File: config.mk
export PLATFORM = sky130hd
export DESIGN_NAME = coeff_loader
export DESIGN_NICKNAME = d
export VERILOG_FILES = /design/src/rtl/coeff_pkg.sv /design/src/rtl/coeff_loader_gap_timer.sv /design/src/rtl/coeff_loader.sv
export SDC_FILE = /design/constraint.sdc
export NUM_CORES = 1
export LEC_CHECK = 0
export ABC_AREA = 1
export ABC_CLOCK_PERIOD_IN_PS = 1100
export CAP_MARGIN = 20
export CORE_UTILIZATION = 41
export DETAILED_ROUTE_END_ITERATION = 10
export HOLD_SLACK_MARGIN = 0.02
export PLACE_DENSITY = 0.74
export RECOVER_POWER = 50
export SETUP_SLACK_MARGIN = 0.02
export SKIP_CTS_REPAIR_TIMING = 1
export SLEW_MARGIN = 10
export SYNTH_ARGS = -nofsm -noshare
export SYNTH_HDL_FRONTEND = slang
export SYNTH_SLANG_ARGS = --single-unit
export TNS_END_PERCENT = 50
File: constraint.sdc
create_clock -name clk -period 1.1 [get_ports clk]
set_input_delay 0.22 -clock clk [delete_from_list [all_inputs] [get_ports clk]]
set_output_delay 0.22 -clock clk [all_outputs]
set_load 0.05 [all_outputs]
File: src/rtl/coeff_pkg.sv
// Shared types and constants for the coefficient load sequencer.
package coeff_pkg;

  typedef enum logic [2:0] {
    ST_IDLE,
    ST_WAIT_DATA,
    ST_LOAD,
    ST_GAP,
    ST_DONE
  } coeff_ld_state_t;

  localparam int unsigned COEFF_SEL_W     = 2;
  localparam int unsigned COEFF_IN_W      = 16;
  localparam int unsigned COEFF_W_DEFAULT = 12;
  localparam int unsigned GAP_CNT_W       = 4;

  // Largest storable coefficient for a w-bit slot, expressed on the 16-bit bus.
  function automatic logic [COEFF_IN_W-1:0] coeff_max(input int unsigned w);
    logic [COEFF_IN_W-1:0] m;
    m = '0;
    for (int unsigned i = 0; i < COEFF_IN_W; i++) begin
      if (i < w) m[i] = 1'b1;
    end
    return m;
  endfunction

endpackage

File: src/rtl/coeff_loader_gap_timer.sv
// Settle-gap down-counter: load, count down, zero flag.
module coeff_gap_timer
  import coeff_pkg::*;
(
  input  logic                 i_clk,
  input  logic                 i_rst,
  input  logic                 i_load,
  input  logic [GAP_CNT_W-1:0] i_load_val,
  input  logic                 i_dec,
  output logic                 o_zero
);

  logic [GAP_CNT_W-1:0] r_count;

  always_ff @(posedge i_clk or posedge i_rst) begin
    if (i_rst) begin
      r_count <= '0;
    end else if (i_load) begin
      r_count <= i_load_val;
    end else if (i_dec && (r_count != '0)) begin
      r_count <= r_count - 1'b1;
    end
  end

  assign o_zero = (r_count == '0);

endmodule

File: src/rtl/coeff_loader.sv
// Load sequencer: pulls coefficients from a valid/ready stream and writes
// them into slots 0..NUM_COEFF-1 with a settle gap between load pulses.
module coeff_loader
  import coeff_pkg::*;
#(
  parameter int unsigned NUM_COEFF  = 3,
  parameter int unsigned COEFF_W    = COEFF_W_DEFAULT,
  parameter int unsigned GAP_CYCLES = 1
) (
  input  logic                   clk,
  input  logic                   rst,
  input  logic                   start,
  input  logic                   abort,
  input  logic [COEFF_IN_W-1:0]  data_in,
  input  logic                   data_valid,
  output logic                   data_ready,
  output logic                   coeff_ld,
  output logic [COEFF_SEL_W-1:0] coeff_sel,
  output logic [COEFF_IN_W-1:0]  coeff_in,
  output logic                   busy,
  output logic                   done,
  output logic                   range_err
);

  localparam logic [COEFF_SEL_W-1:0] LAST_IDX  = COEFF_SEL_W'(NUM_COEFF - 1);
  localparam logic [COEFF_IN_W-1:0]  COEFF_MAX = coeff_max(COEFF_W);
  // GAP spends one cycle per count including the zero cycle, hence the -1.
  localparam logic [GAP_CNT_W-1:0]   GAP_LOAD  =
    (GAP_CYCLES > 0) ? GAP_CNT_W'(GAP_CYCLES - 1) : '0;

  coeff_ld_state_t        r_state;
  coeff_ld_state_t        w_state_nxt;
  logic [COEFF_SEL_W-1:0] r_index;
  logic [COEFF_SEL_W-1:0] r_sel;
  logic [COEFF_IN_W-1:0]  r_coeff;
  logic                   r_range_err;

  logic w_capture;
  logic w_idx_clr;
  logic w_idx_inc;
  logic w_gap_load;
  logic w_gap_dec;
  logic w_gap_zero;

  coeff_gap_timer u_gap_timer (
    .i_clk      (clk),
    .i_rst      (rst),
    .i_load     (w_gap_load),
    .i_load_val (GAP_LOAD),
    .i_dec      (w_gap_dec),
    .o_zero     (w_gap_zero)
  );

  always_ff @(posedge clk or posedge rst) begin
    if (rst) begin
      r_state <= ST_IDLE;
    end else begin
      r_state <= w_state_nxt;
    end
  end

  always_comb begin
    w_state_nxt = r_state;
    w_capture   = 1'b0;
    w_idx_clr   = 1'b0;
    w_idx_inc   = 1'b0;
    w_gap_load  = 1'b0;
    w_gap_dec   = 1'b0;
    data_ready  = 1'b0;
    coeff_ld    = 1'b0;
    busy        = 1'b1;
    done        = 1'b0;
    case (r_state)
      ST_IDLE: begin
        busy = 1'b0;
        if (start) begin
          w_state_nxt = ST_WAIT_DATA;
          w_idx_clr   = 1'b1;
        end
      end
      ST_WAIT_DATA: begin
        data_ready = 1'b1;
        if (abort) begin
          w_state_nxt = ST_IDLE;
        end else if (data_valid) begin
          w_capture   = 1'b1;
          w_state_nxt = ST_LOAD;
        end
      end
      ST_LOAD: begin
        coeff_ld = 1'b1;
        if (abort) begin
          w_state_nxt = ST_IDLE;
        end else if (r_index == LAST_IDX) begin
          w_state_nxt = ST_DONE;
        end else begin
          w_idx_inc = 1'b1;
          if (GAP_CYCLES > 0) begin
            w_gap_load  = 1'b1;
            w_state_nxt = ST_GAP;
          end else begin
            w_state_nxt = ST_WAIT_DATA;
          end
        end
      end
      ST_GAP: begin
        if (abort) begin
          w_state_nxt = ST_IDLE;
        end else if (w_gap_zero) begin
          w_state_nxt = ST_WAIT_DATA;
        end else begin
          w_gap_dec = 1'b1;
        end
      end
      ST_DONE: begin
        done        = 1'b1;
        w_state_nxt = ST_IDLE;
      end
      default: begin
        busy        = 1'b0;
        w_state_nxt = ST_IDLE;
      end
    endcase
  end

  always_ff @(posedge clk or posedge rst) begin
    if (rst) begin
      r_index     <= '0;
      r_sel       <= '0;
      r_coeff     <= '0;
      r_range_err <= 1'b0;
    end else begin
      if (w_idx_clr) begin
        r_index     <= '0;
        r_range_err <= 1'b0;
      end else if (w_idx_inc) begin
        r_index <= r_index + 1'b1;
      end
      // Slot address is latched with the value so both stay put after the pulse.
      if (w_capture) begin
        r_sel <= r_index;
        if (data_in > COEFF_MAX) begin
          r_coeff     <= COEFF_MAX;
          r_range_err <= 1'b1;
        end else begin
          r_coeff <= data_in;
        end
      end
    end
  end

  assign coeff_sel = r_sel;
  assign coeff_in  = r_coeff;
  assign range_err = r_range_err;

endmodule

# After elaboration in Yosys (flattened, before gate mapping)
# Index checks and enable logic that the tools add are counted.
[totals] elab_cells=56 regBits=28 inputBits=21 out_inout_bits=23
[classes] addsub=2 mux=31 order_cmp=1 n_eq_ne=8 reduce_logical=8
[op_table] operator="$mux W3" n=7
[op_table] operator="$mux W1" n=18
[op_table] operator="$gt A16 B12 Y1 const B" n=1
[op_table] operator="$mux W16" n=1
[op_table] operator="$pmux W3 S4" n=1
[op_table] operator="$mux W4" n=2
[op_table] operator="$eq A3 B2 Y1 const B" n=2
[op_table] operator="$logic_not A4 Y1" n=1
[op_table] operator="$mux W2" n=2
[op_table] operator="$reduce_bool A2 Y1" n=2
[op_table] operator="$reduce_bool A4 Y1" n=1
[op_table] operator="$reduce_or A4 Y1" n=1
[op_table] operator="$sub A4 B1 Y4 const B" n=1
[op_table] operator="$eq A3 B1 Y1 const B" n=1
[op_table] operator="$eq A3 B3 Y1 const B" n=1
[op_table] operator="$logic_not A3 Y1" n=1
[op_table] operator="$ne A3 B2 Y1 const B" n=1
[op_table] operator="$ne A3 B3 Y1 const B" n=1
[op_table] operator="$reduce_and A3 Y1" n=1
[op_table] operator="$add A2 B1 Y2 const B" n=1
[op_table] operator="$eq A2 B2 Y1 const B" n=1
[op_table] operator="$ne A2 B2 Y1 const B" n=1
[op_table] operator="$logic_and A1 B1 Y1" n=1

# Logic depth before layout (Yosys ltp)
# Gate-level depths: netlist of run 1.
[depth] depth_word=7 ltp_mapped=8 depth_no_buf=7

# Hierarchy
# A second synthesis of run 1 with hierarchy kept.
[hier_totals] cells_unflattened=181 area_unflattened_um2=1387.6
[modules_own_cells] mod="coeff_loader" cells_each=134 instances=1 area_per_inst_um2=1088.5 seq_area_each_um2=600.6
[modules_own_cells] mod="coeff_gap_timer" cells_each=47 instances=1 area_per_inst_um2=299.0 seq_area_each_um2=100.1

# Worst setup path after synthesis of run 1
# OpenSTA, ideal clock, no wires.
[synth_path] path_kind="flip-flop to output port" startpoint="register r_state[1]" endpoint="output busy" setup_slack_ns=-0.867 path_buffers=0 required_ns=0.880 arrival_time_ns=1.747 stages_incl_launch_ff=5 cell_sequence="dfrtp_1 inv_1 nand2_1 nor2_1 nand3b_1"
[synth_via] elab_chain_len=3 word_cells_on_any_way=6 classes_between="eq/ne (4); mux (1); reduce/logical (1)"
[synth_lines] item="start, declared" line="coeff_loader.sv:31" source="coeff_ld_state_t r_state;"
[synth_lines] item="start signal, assigned" line="coeff_loader.sv:58" source="r_state <= w_state_nxt;"
[synth_lines] item="$eq A3 B2 Y1 (tied with other cells)" line="coeff_loader.sv:73" source="case (r_state)"
[synth_lines] item="$reduce_or A4 Y1 (no source line) *"
[synth_lines] item="$mux W1 *" line="coeff_loader.sv:73"
[synth_lines] item="end, declared" line="coeff_loader.sv:20" source="output logic busy,"
# Mark *: on every way between the ends. The rest lies on a longest branch, timed or not.

# Final worst setup path of run 1
# Ends and elaborated chain as after synthesis.

==> results.py, run 1 <==
metrics = {
    "sta": {
        "slew-limit-headroom_pct": 55.5,
        "worstMarginPinSlew_ns": 0.667,
        "post-route-worst-setup-slack_ns": -0.465,
        "slew_viol_final": 0,
        "hold_viol": 0,
        "fin_setup_tns_ns": -8.33,
        "rsz0062_at_grt": "yes",
        "finalCritPeriodShare_pct": 142,
        "post-route-min-period_ns": 1.57,
        "setup_viol": 50,
        "max_clock_freq_mhz": 639,
        "clock_skew_ns": 0.0101,
    },
    "worst_setup_path": {
        "cp-start-kind": "register",
        "critPathRequiredTime_ns": 0.88,
        "critical_path_arrival_ns": 1.35,
        "crit_path_top_delay_cell": "dfrtp_2",
        "path_cells": "inv_2 > nand2_4 > nor2_4 > nand3b_1 > buf_12",
        "end_kind": "output port",
        "worst-path-buf-inv": 2,
        "slowest_delay_ns": 0.47,
        "critPathTopFamily": "flip-flops",
        "path_class": "reg2out",
        "crit_fanout": 4,
    },
    "synth": {
        "synth_compound_gate_area_share_pct": 8.03,
        "synth.top_cell.area_share_pct": 52.3,
        "yosys.area_share.simple_pct": 27.4,
        "yosys.area_share.adder_pct": 2.80,
        "seq_area_frac_synth_pct": 52.3,
        "synth_top_family_by_area": "simple AND/OR/NAND/NOR gates",
        "netlist_area_um2": 1340,
        "ys_top_cells_by_area": "dfrtp_1, nand2_1, inv_1",
        "synth_cells": 161,
        "yosysTopAreaCell": "dfrtp_1",
        "synthMuxAreaShare_pct": 0,
        "synthXorXnorAreaFrac_pct": 0.654,
        "avgSynthCellArea_um2": 8.32,
        "synth-seq-cells": 28,
        "synth_warnings": 0,
        "synth_nets": 185,
        "ys_types": 22,
    },
    "global_routing": {
        "grt_pass1_wl_mm": 5.42,
        "grt_max_degree": 29,
        "grt-ovfl-total": 0,
        "grt_use_total_pct": 20.4,
        "grt_pass1_vias": 1278,
        "antenna_found_initial": 0,
    },
    "cells_and_area": {
        "instances_no_fill": 266,
        "num_antenna_cells": 0,
        "post-route-util_pct": 73.9,
        "nets": 247,
        "layout-drive-gt1-share_pct": 30.2,
        "syn_to_final_growth_pct": 69.8,
        "final_area_um2": 2280,
        "fillers": 217,
        "final_common_cell": "nand2_1",
        "multi_input_area_um2": 576,
        "final_cell_mix": "nand2_1, dfrtp_1, buf_12",
        "register_area_um2": 702,
    },
    "floorplan": {
        "core_um2": 3080,
        "fp.dieW_um": 59.2,
        "rows": 20,
        "die_area_um2": 3500,
        "dieHeight_um": 59.2,
        "io_pins": 44,
        "initial_core_util_pct": 43.5,
    },
    "pwr": {
        "finalPower_mw": 6.84,
        "max-vdd-ir-drop_mv": 2.11,
        "leakage_nw": 1.12,
        "power.density_nw_per_um2": 3010,
    },
    "clock_tree": {
        "htree_levels": 1,
        "clk_pin_slew_ns": 0.15,
        "clock-sinks": 28,
        "cts_buffers": 3,
        "root_buffer": "clkbuf_4",
        "cts_buffer_depth": 2,
        "cts_tree": "yes",
        "clk_latency_ns": 0.32,
    },
    "route": {
        "drt-initial-drc-count": 40,
        "vias_per_cell": 4.83,
        "firstDrtPassIters": 4,
        "vias": 1284,
        "drt_wl_total_mm": 3.30,
        "ant_nets": 0,
        "drc": 0,
        "routedWlPerCell_um": 12.4,
    },
    "place": {
        "routabilityCongestion": 1.00,
        "placed_cells": 258,
        "dp_hpwl_mm": 2.53,
        "dpl_cell_area_um2": 2160,
        "io_buffers": 43,
    },
    "outcome": {
        "status": "finished with violations",
        "violations": "setup timing",
    },
    "hold_path": {
        "hold_path_class": "in2reg",
    },
    "job": {
        "maxCapViolations": 0,
    },
}
## worst min-delay path: cells and delay by family
family / cells / cell delay [ns]
buffers and inverters: 1 / 0.39
AOI/OAI and AO/OA: 1 / 0.12
and+or+nand+nor: 1 / 0.06
## power breakdown
group / total [mW] / internal (mW) / switching (mW)
Clock: 0.485 / 0.202 / 0.283
Sequential: 1.86 / 1.43 / 0.433
Combinational: 4.50 / 2.09 / 2.41
Total: 6.84 / 3.72 / 3.12
## cell type report
| cell class | count | area share (%) |
|---|---|---|
| Tap cell | 44 | 2.42 |
| Sequential cell | 28 | 30.8 |
| Timing Repair Buffer | 60 | 35.5 |
| Clock buffer | 4 | 1.59 |
| Multi-Input combinational cell | 107 | 25.3 |
| Inverter | 23 | 4.34 |
## synthesized netlist by cell type
cell	number
a21oi_1	1
buf_6	1
buf_8	1
clkbuf_1	1
dfrtp_1	28
ha_1	3
inv_1	20
inv_2	2
inv_4	1
nand2_1	49
nand3_1	8
nand3_4	1
nand3b_1	1
nand4_1	2
nor2_1	18
nor2_2	1
nor2_4	1
nor2_8	1
o21ai_0	13
o21ai_1	5
o22ai_1	2
xor2_1	1
## sequential cells by signal (all words and copies together), names as in the netlist
| register | cells |
|---|---|
| u_gap_timer.r_count | 4 |
| coeff_in | 16 |
| range_err | 1 |
| r_state | 3 |
| r_index | 2 |
| coeff_sel | 2 |
## stage by stage
| stage | setup WS, ns | hold slack (ns) |
|---|---|---|
| 2_1_floorplan | -0.445 | 0.285 |
| 3_3_place_gp | -0.334 | 0.522 |
| 3_5_place_dp | -0.435 | 0.530 |
| 4_1_cts | -0.505 | 0.205 |
| 5_1_grt | -0.554 | 0.480 |
| 6_report | -0.465 | 0.492 |
## per-layer routing
metal,track usage [%],share of wire (%),vias to the layer above
li1,-,-,625
met1,23.8,40,615
met2,37.7,54,40
met3,3.71,5.0,4
met4,6.80,0.79,0
met5,0,0,-
## kinds of logic after synthesis
group,after synthesis
xor gates and xnor gates,1
buffers and inverters,26
adders and majority gates,3
and+or+nand+nor,82
DFF,28
AOI/OAI and AO/OA,21
## path summary, 6_finish.rpt
check / from / end / slack [ns] / cells after the start
setup / recovery: r_state[1] / busy / -0.47 / 5
hold / removal: data_in[9] / coeff_in[9] / 0.49 / 3
setup reg to reg: r_state[0] / coeff_in[2] / -0.26 / 8
hold reg to reg: coeff_in[12] / coeff_in[12] / 0.55 / 2
max in group asynchronous: rst / r_state[1] / 0.13 / 3
min in group asynchronous: rst / r_state[0] / 0.50 / 3
Power figures use the tool's default switching activity.
==> run 2, diff against run 1 <==
- CAP_MARGIN: 20 -> not set
==> results of run 2 <==
No change in the layout: final DEF, timing and power equal those of run 1.
==> run 3, diff against run 2 <==
- GPL_ROUTABILITY_DRIVEN: not set -> 0
==> run 3 against run 2 <==
The flow still finishes with violations (setup timing). Sequential cell count is the same. Utilization is essentially flat. Sequential share of layout area is essentially flat. Critical path type unchanged. Critical endpoint unchanged.
==> results.py, run 3 (same netlist as run 1, synthesis figures left out) <==
metrics = {
    "clock_tree": {
        "root_buffer": "clkbuf_4",
        "htree_levels": 1,
        "clk_pin_slew_ns": 0.14,
        "clk_latency_ns": 0.31,
        "clock-sinks": 28,
        "cts_buffer_depth": 2,
        "cts_buffers": 3,
        "cts_tree": "yes",
    },
    "worst_setup_path": {
        "critical_path_arrival_ns": 1.31,
        "crit_path_top_delay_cell": "dfrtp_2",
        "r2r-start": "r_state[1]",
        "r2r_cells": 6,
        "reg2reg_slack_ns": -0.26,
        "slowest_delay_ns": 0.48,
        "end_kind": "output port",
        "rr_endpoint": "coeff_sel[0]",
        "critPathRequiredTime_ns": 0.88,
        "crit_fanout": 4,
        "path_class": "reg2out",
        "cp-start-kind": "register",
        "path_cells": "inv_4 > nand2_4 > nor2_4 > nand3b_1 > buf_12",
    },
    "global_routing": {
        "grt_pass1_wl_mm": 5.17,
        "grt-ovfl-total": 0,
        "grt_use_total_pct": 19.7,
        "antenna_found_initial": 0,
        "grt_pass1_vias": 1258,
        "grt_max_degree": 29,
    },
    "hold_path": {
        "whs_path_depth": 3,
        "hold_start": "data_in[2]",
        "hold_path_class": "in2reg",
        "min_to": "coeff_in[2]",
    },
    "sta": {
        "post-route-worst-setup-slack_ns": -0.432,
        "setup_viol": 50,
        "slew-limit-headroom_pct": 53.6,
        "rsz0062_at_grt": "yes",
        "slew_viol_final": 0,
        "finalCritPeriodShare_pct": 139,
        "hold_viol": 0,
        "clock_skew_ns": 0.00554,
        "worstMarginPinSlew_ns": 0.696,
        "post-route-min-period_ns": 1.53,
        "max_clock_freq_mhz": 653,
    },
    "pwr": {
        "power.density_nw_per_um2": 2970,
        "max-vdd-ir-drop_mv": 1.76,
        "finalPower_mw": 6.77,
        "leakage_nw": 1.10,
    },
    "floorplan": {
        "dieHeight_um": 59.2,
        "initial_core_util_pct": 43.5,
        "rows": 20,
        "core_um2": 3080,
        "fp.dieW_um": 59.2,
        "io_pins": 44,
        "die_area_um2": 3500,
    },
    "place": {
        "dpl_cell_area_um2": 2140,
        "io_buffers": 43,
        "pre_cts_slack_ns": -0.390,
        "placed_cells": 256,
        "dp_hpwl_mm": 2.48,
    },
    "route": {
        "firstDrtPassIters": 5,
        "ant_nets": 0,
        "routedWlPerCell_um": 12.6,
        "vias": 1246,
        "drt-initial-drc-count": 25,
        "drc": 0,
        "drt_wl_total_mm": 3.29,
        "vias_per_cell": 4.77,
    },
    "cells_and_area": {
        "instances_no_fill": 261,
        "syn_to_final_growth_pct": 69.9,
        "num_antenna_cells": 0,
        "largest_reg_flops": 16,
        "layout-drive-gt1-share_pct": 34.6,
        "final_common_cell": "nand2_1",
        "nets": 243,
        "final_cell_mix": "nand2_1, dfrtp_1, buf_12",
        "final_area_um2": 2280,
    },
    "job": {
        "maxCapViolations": 0,
    },
    "outcome": {
        "status": "finished with violations",
        "violations": "setup timing",
    },
}
-- run 3: worst max path at each step --
stage	startpoint	to	slack, ns	cells after the start
after floorplan	r_state[0]	busy	-0.44	4
after global placement	abort	u_gap_timer.r_count[2]	-0.35	5
after detailed placement	abort	u_gap_timer.r_count[3]	-0.39	7
after CTS	r_state[1]	busy	-0.50	5
after global routing	r_state[0]	busy	-0.52	5
final	r_state[1]	busy	-0.43	5
-- run 3: layout make-up --
class / count / area (µm²)
tap: 44 / 55.1
sequential: 28 / 702
timing repair buffer: 56 / 774
inverter: 23 / 101
clock buffer: 3 / 22.5
fill: 226 / 801
multi-input combinational: 107 / 622
-- run 3: power breakdown --
group / leakage, nW / switching, mW / internal, mW
clock: 0.0138 / 0.272 / 0.128
sequential: 0.354 / 0.429 / 1.43
combinational: 0.734 / 2.44 / 2.07
total: 1.10 / 3.14 / 3.63
-- run 3: worst max-delay path, delay by kind of cell (launching register included) --
family                 cells  cell delay (ns)
buffers and inverters      2             0.24
and+or+nand+nor            3             0.28
DFF                        1             0.48
-- run 3: routing by layer --
| layer | GRT usage [%] | routed length [µm] | up-vias |
|---|---|---|---|
| li1 | - | - | 615 |
| met1 | 21.2 | 1290 | 580 |
| met2 | 37.8 | 1780 | 45 |
| met3 | 3.49 | 164 | 6 |
| met4 | 7.48 | 51 | 0 |
| met5 | 0 | 0 | - |
-- run 3: metrics by stage --
step           hold WS, ns  utilization (%)  TNS [ns]
3_3_place_gp         0.523             69.6     -8.56
5_1_grt              0.490             74.0    -10.79
2_1_floorplan        0.285                -     -1.72
4_1_cts              0.211             70.3     -6.55
3_5_place_dp         0.532             69.6     -9.28
6_report             0.501             74.0     -7.61
==> RTL edit 1, RTL diff (config.mk and constraints of run 2) <==
The 5 states of `coeff_ld_state_t` get a Gray code encoding in 3 bits.
--- a/src/rtl/coeff_pkg.sv
+++ b/src/rtl/coeff_pkg.sv
@@ -3,9 +3,9 @@
 
   typedef enum logic [2:0] {
-    ST_IDLE,
-    ST_WAIT_DATA,
-    ST_LOAD,
-    ST_GAP,
-    ST_DONE
+    ST_IDLE      = 3'b000,
+    ST_WAIT_DATA = 3'b001,
+    ST_LOAD      = 3'b011,
+    ST_GAP       = 3'b010,
+    ST_DONE      = 3'b110
   } coeff_ld_state_t;
 
Behaviour: no difference found for any inputs over 10 cycles, from zero or initial values and one cycle with rst high; not proved beyond that.
==> RTL edit 1 against run 2 <==
- the flow still finishes with violations (setup timing)
- sequential share of layout area grew 0.20 points
- worst hold slack better by 14 ps
- combinational power fell by 2%
- sequential cell count did not move
- area after synthesis fell by 3.1%
- die area down 3.0%
- final area shrank 0.66%
- routed wire length is 13% higher
- worst setup slack better by 140 ps
- global-route usage is 0.97 points higher
- total power decreased by 2.3%
- synthesized cell count down 1.2%
- largest cell class unchanged
==> RTL edit 1: results <==
metrics = {
    "outcome": {
        "status": "complete, but fails checks",
        "violations": "setup timing",
    },
    "final_layout": {
        "nets": 248,
        "fillers": 205,
    },
    "synthesis": {
        "yosys-top-cells-area": "dfrtp_1 54%, nand2_1 15%, nor2_1 5.2%",
        "synth_cell_type_count": 21,
        "syn_nets": 182,
        "syn_area_per_cell_um2": 8.17,
        "synth_common_cells": "53 x nand2_1, 28 x dfrtp_1, 18 x nor2_1",
        "synth-xor-area-share_pct": 0.674,
        "synth_adder_area_share_pct": 1.93,
        "synth-compound-area-share_pct": 6.55,
    },
    "timing": {
        "finalWorstSetupSlack_ps": -325,
        "holdWs_ps": 506,
        "setup_tns_ps": -7170,
        "setup_viol": 50,
    },
    "placement": {
        "dp_hpwl_um": 2560,
        "dp.cells": 257,
        "place_ws_ps": -425,
        "dpl_cell_area_um2": 2130,
        "place_congestion": 0.820,
    },
    "grt": {
        "gr-usage-all-layers_pct": 21.4,
        "grt_pass1_wl_um": 5540,
        "gr-usage-met3_pct": 2.68,
        "use_met2_pct": 40.1,
    },
    "hold_path": {
        "min-delay-path-class": "primary input to asynchronous set/reset pin",
    },
    "setup_path": {
        "crit_arrival_ps": 1200,
        "slowest_stage": "dfrtp_1",
        "timing.rr.start": "r_state[2]$_DFFE_PP0P_",
        "critical_path.max_stage_delay_ps": 420,
        "critical_path.endpoint": "data_ready",
        "critPathLaunch": "r_state[2]$_DFFE_PP0P_",
    },
    "power_and_ir_drop": {
        "peakVddDrop_uv": 1690,
        "p_leak_nw": 1.12,
    },
    "routing": {
        "wl_met2_um": 2060,
        "drt_wl_total_um": 3710,
        "wl_met3_um": 124,
    },
}
RTL edit 1: cell types whose count changed in the layout (fill, tap and decap cells not counted), sizes merged, moves of 2 or more:
cell	before	now
buf	39	44
inv	23	17
nand2	49	56
o21ai	18	15
o22ai	2	0
RTL edit 1: power breakdown:
group          switching (mW)  internal, mW
Clock                   0.283         0.128
Sequential              0.420          1.43
Combinational            2.36          2.07
Total                    3.06          3.62
RTL edit 1: final cells by class:
| type | instances | area [um2] | share of cell area, % |
|---|---|---|---|
| flip-flops and latches | 28 | 702 | 31.0 |
| inverters | 17 | 63.8 | 2.82 |
| repair buffers | 65 | 831 | 36.7 |
| clock buffers | 3 | 22.5 | 0.996 |
| well taps | 44 | 55.1 | 2.43 |
| multi-input cells | 110 | 587 | 26.0 |
RTL edit 1: critical path: cells and delay by family (launching register included):
kind                   cells  cell delay [ps]
and+or+nand+nor            2              210
buffers and inverters      2              260
DFF                        1              420
==> RTL edit 2, RTL diff (flow settings as in run 2) <==
Without the edit above. Change the package constant `COEFF_IN_W` from 16 to 14.
--- a/src/rtl/coeff_pkg.sv
+++ b/src/rtl/coeff_pkg.sv
@@ -11,5 +11,5 @@
 
   localparam int unsigned COEFF_SEL_W     = 2;
-  localparam int unsigned COEFF_IN_W      = 16;
+  localparam int unsigned COEFF_IN_W      = 14;
   localparam int unsigned COEFF_W_DEFAULT = 12;
   localparam int unsigned GAP_CNT_W       = 4;
Interface: changed (resized coeff_in and data_in); port bits go from 44 to 40. The function was not compared with the original's and may differ.
==> RTL edit 2 against run 2 <==
- the run still ends with setup timing left
- worst setup slack improved by 6.6 ps
- sequential cell count decreased by 2
- final area increased by 3.4%
- clock power decreased by 16%
- sequential power decreased by 2%
- area after synthesis decreased by 0.65%
- routed wire length increased by 3.4%
- total power increased by 2.3%
- combinational power increased by 6.0%
==> RTL edit 2: results <==
metrics = {
    "final_layout": {
        "drive_above_1_share_pct": 48.6,
        "fillers": 198,
        "antenna-diode-count": 0,
        "largest_reg_flops": 14,
        "area_delta_synth_final_pct": 76.8,
    },
    "setup_path": {
        "timing.rr.start": "r_state[2]$_DFFE_PP0P_",
        "critPathLaunch": "r_state[1]$_DFFE_PP0P_",
        "timing.critical_path.fanout_max": 2,
        "crit_arrival_ps": 1340,
        "ff2ff_setup_slack_ps": -300,
        "rr_endpoint": "coeff_in[6]$_DFFE_PP0N_",
    },
    "synthesis": {
        "synth_cell_type_count": 22,
        "synth-compound-area-share_pct": 12.4,
        "synth_adder_area_share_pct": 2.82,
        "async_reset_ff_share_pct": 100,
        "syn_area_per_cell_um2": 9.00,
        "syn_nets": 170,
        "synth_common_cells": "31 x nand2_1, 26 x dfrtp_1, 22 x nor2_1",
        "ys_warn_count": 0,
        "yosys-top-cells-area": "dfrtp_1 49%, o21ai_2 11%, nand2_1 8.7%",
        "ys_seq_area_share_pct": 48.9,
        "synth-xor-area-share_pct": 0.658,
    },
    "timing": {
        "hold_viol": 0,
        "worst_clock_skew_ps": 9.81,
        "setup_viol": 46,
        "finalWorstSetupSlack_ps": -459,
        "setup_tns_ps": -8230,
        "worst_pin_slew_ps": 635,
    },
    "grt": {
        "grt_pass1_wl_um": 5130,
        "grt_max_degree": 27,
        "use_met1_pct": 21.8,
        "gr-usage-all-layers_pct": 19.5,
        "gr-usage-met3_pct": 4.37,
        "use_met2_pct": 34.7,
        "grt_pass1_vias": 1241,
    },
    "placement": {
        "place_congestion": 0.908,
        "dp.cells": 243,
        "dp_hpwl_um": 2360,
        "place_ws_ps": -366,
        "numPortBuffers": 39,
        "dpl_cell_area_um2": 2150,
    },
    "routing": {
        "wl_met3_um": 155,
        "drt-met1-wl_um": 1240,
        "wl_met2_um": 1930,
        "vias": 1252,
        "drtIter0Drc": 37,
        "drt_wl_total_um": 3410,
        "vias_per_cell": 4.89,
    },
    "power_and_ir_drop": {
        "peakVddDrop_uv": 1860,
        "p_leak_nw": 1.10,
    },
    "hold_path": {
        "min-delay-path-class": "primary input to asynchronous set/reset pin",
    },
    "outcome": {
        "status": "complete, but fails checks",
        "violations": "setup timing",
    },
    "clock_network": {
        "cts_root_buffer": "clkbuf_4",
    },
}
[RTL edit 2: worst min path at each step]
stage,endpoint,slack (ps)
finish,coeff_in[3]$_DFFE_PP0N_,500
global route,coeff_in[8]$_DFFE_PP0N_,520
CTS,coeff_in[3]$_DFFE_PP0N_,230
global placement,u_gap_timer.r_count[3]$_DFFE_PP0P_,510
detailed placement,coeff_in[12]$_DFFE_PP0N_,530
floorplan,coeff_in[0]$_DFFE_PP0N_,260
[RTL edit 2: final cells by class]
cell class | count | share of cell area, %
Inverter | 21 | 3.77
Sequential cell | 26 | 27.8
Clock buffer | 4 | 1.12
Timing Repair Buffer | 64 | 37.4
Multi-Input combinational cell | 97 | 27.5
Tap cell | 44 | 2.34
[RTL edit 2: where the power goes]
part	total (mW)	internal (mW)	leakage (nW)	switching, mW
logic	4.77	2.33	0.764	2.44
registers	1.82	1.35	0.325	0.467
clock network	0.408	0.142	0.0150	0.266
total	7.00	3.82	1.10	3.18
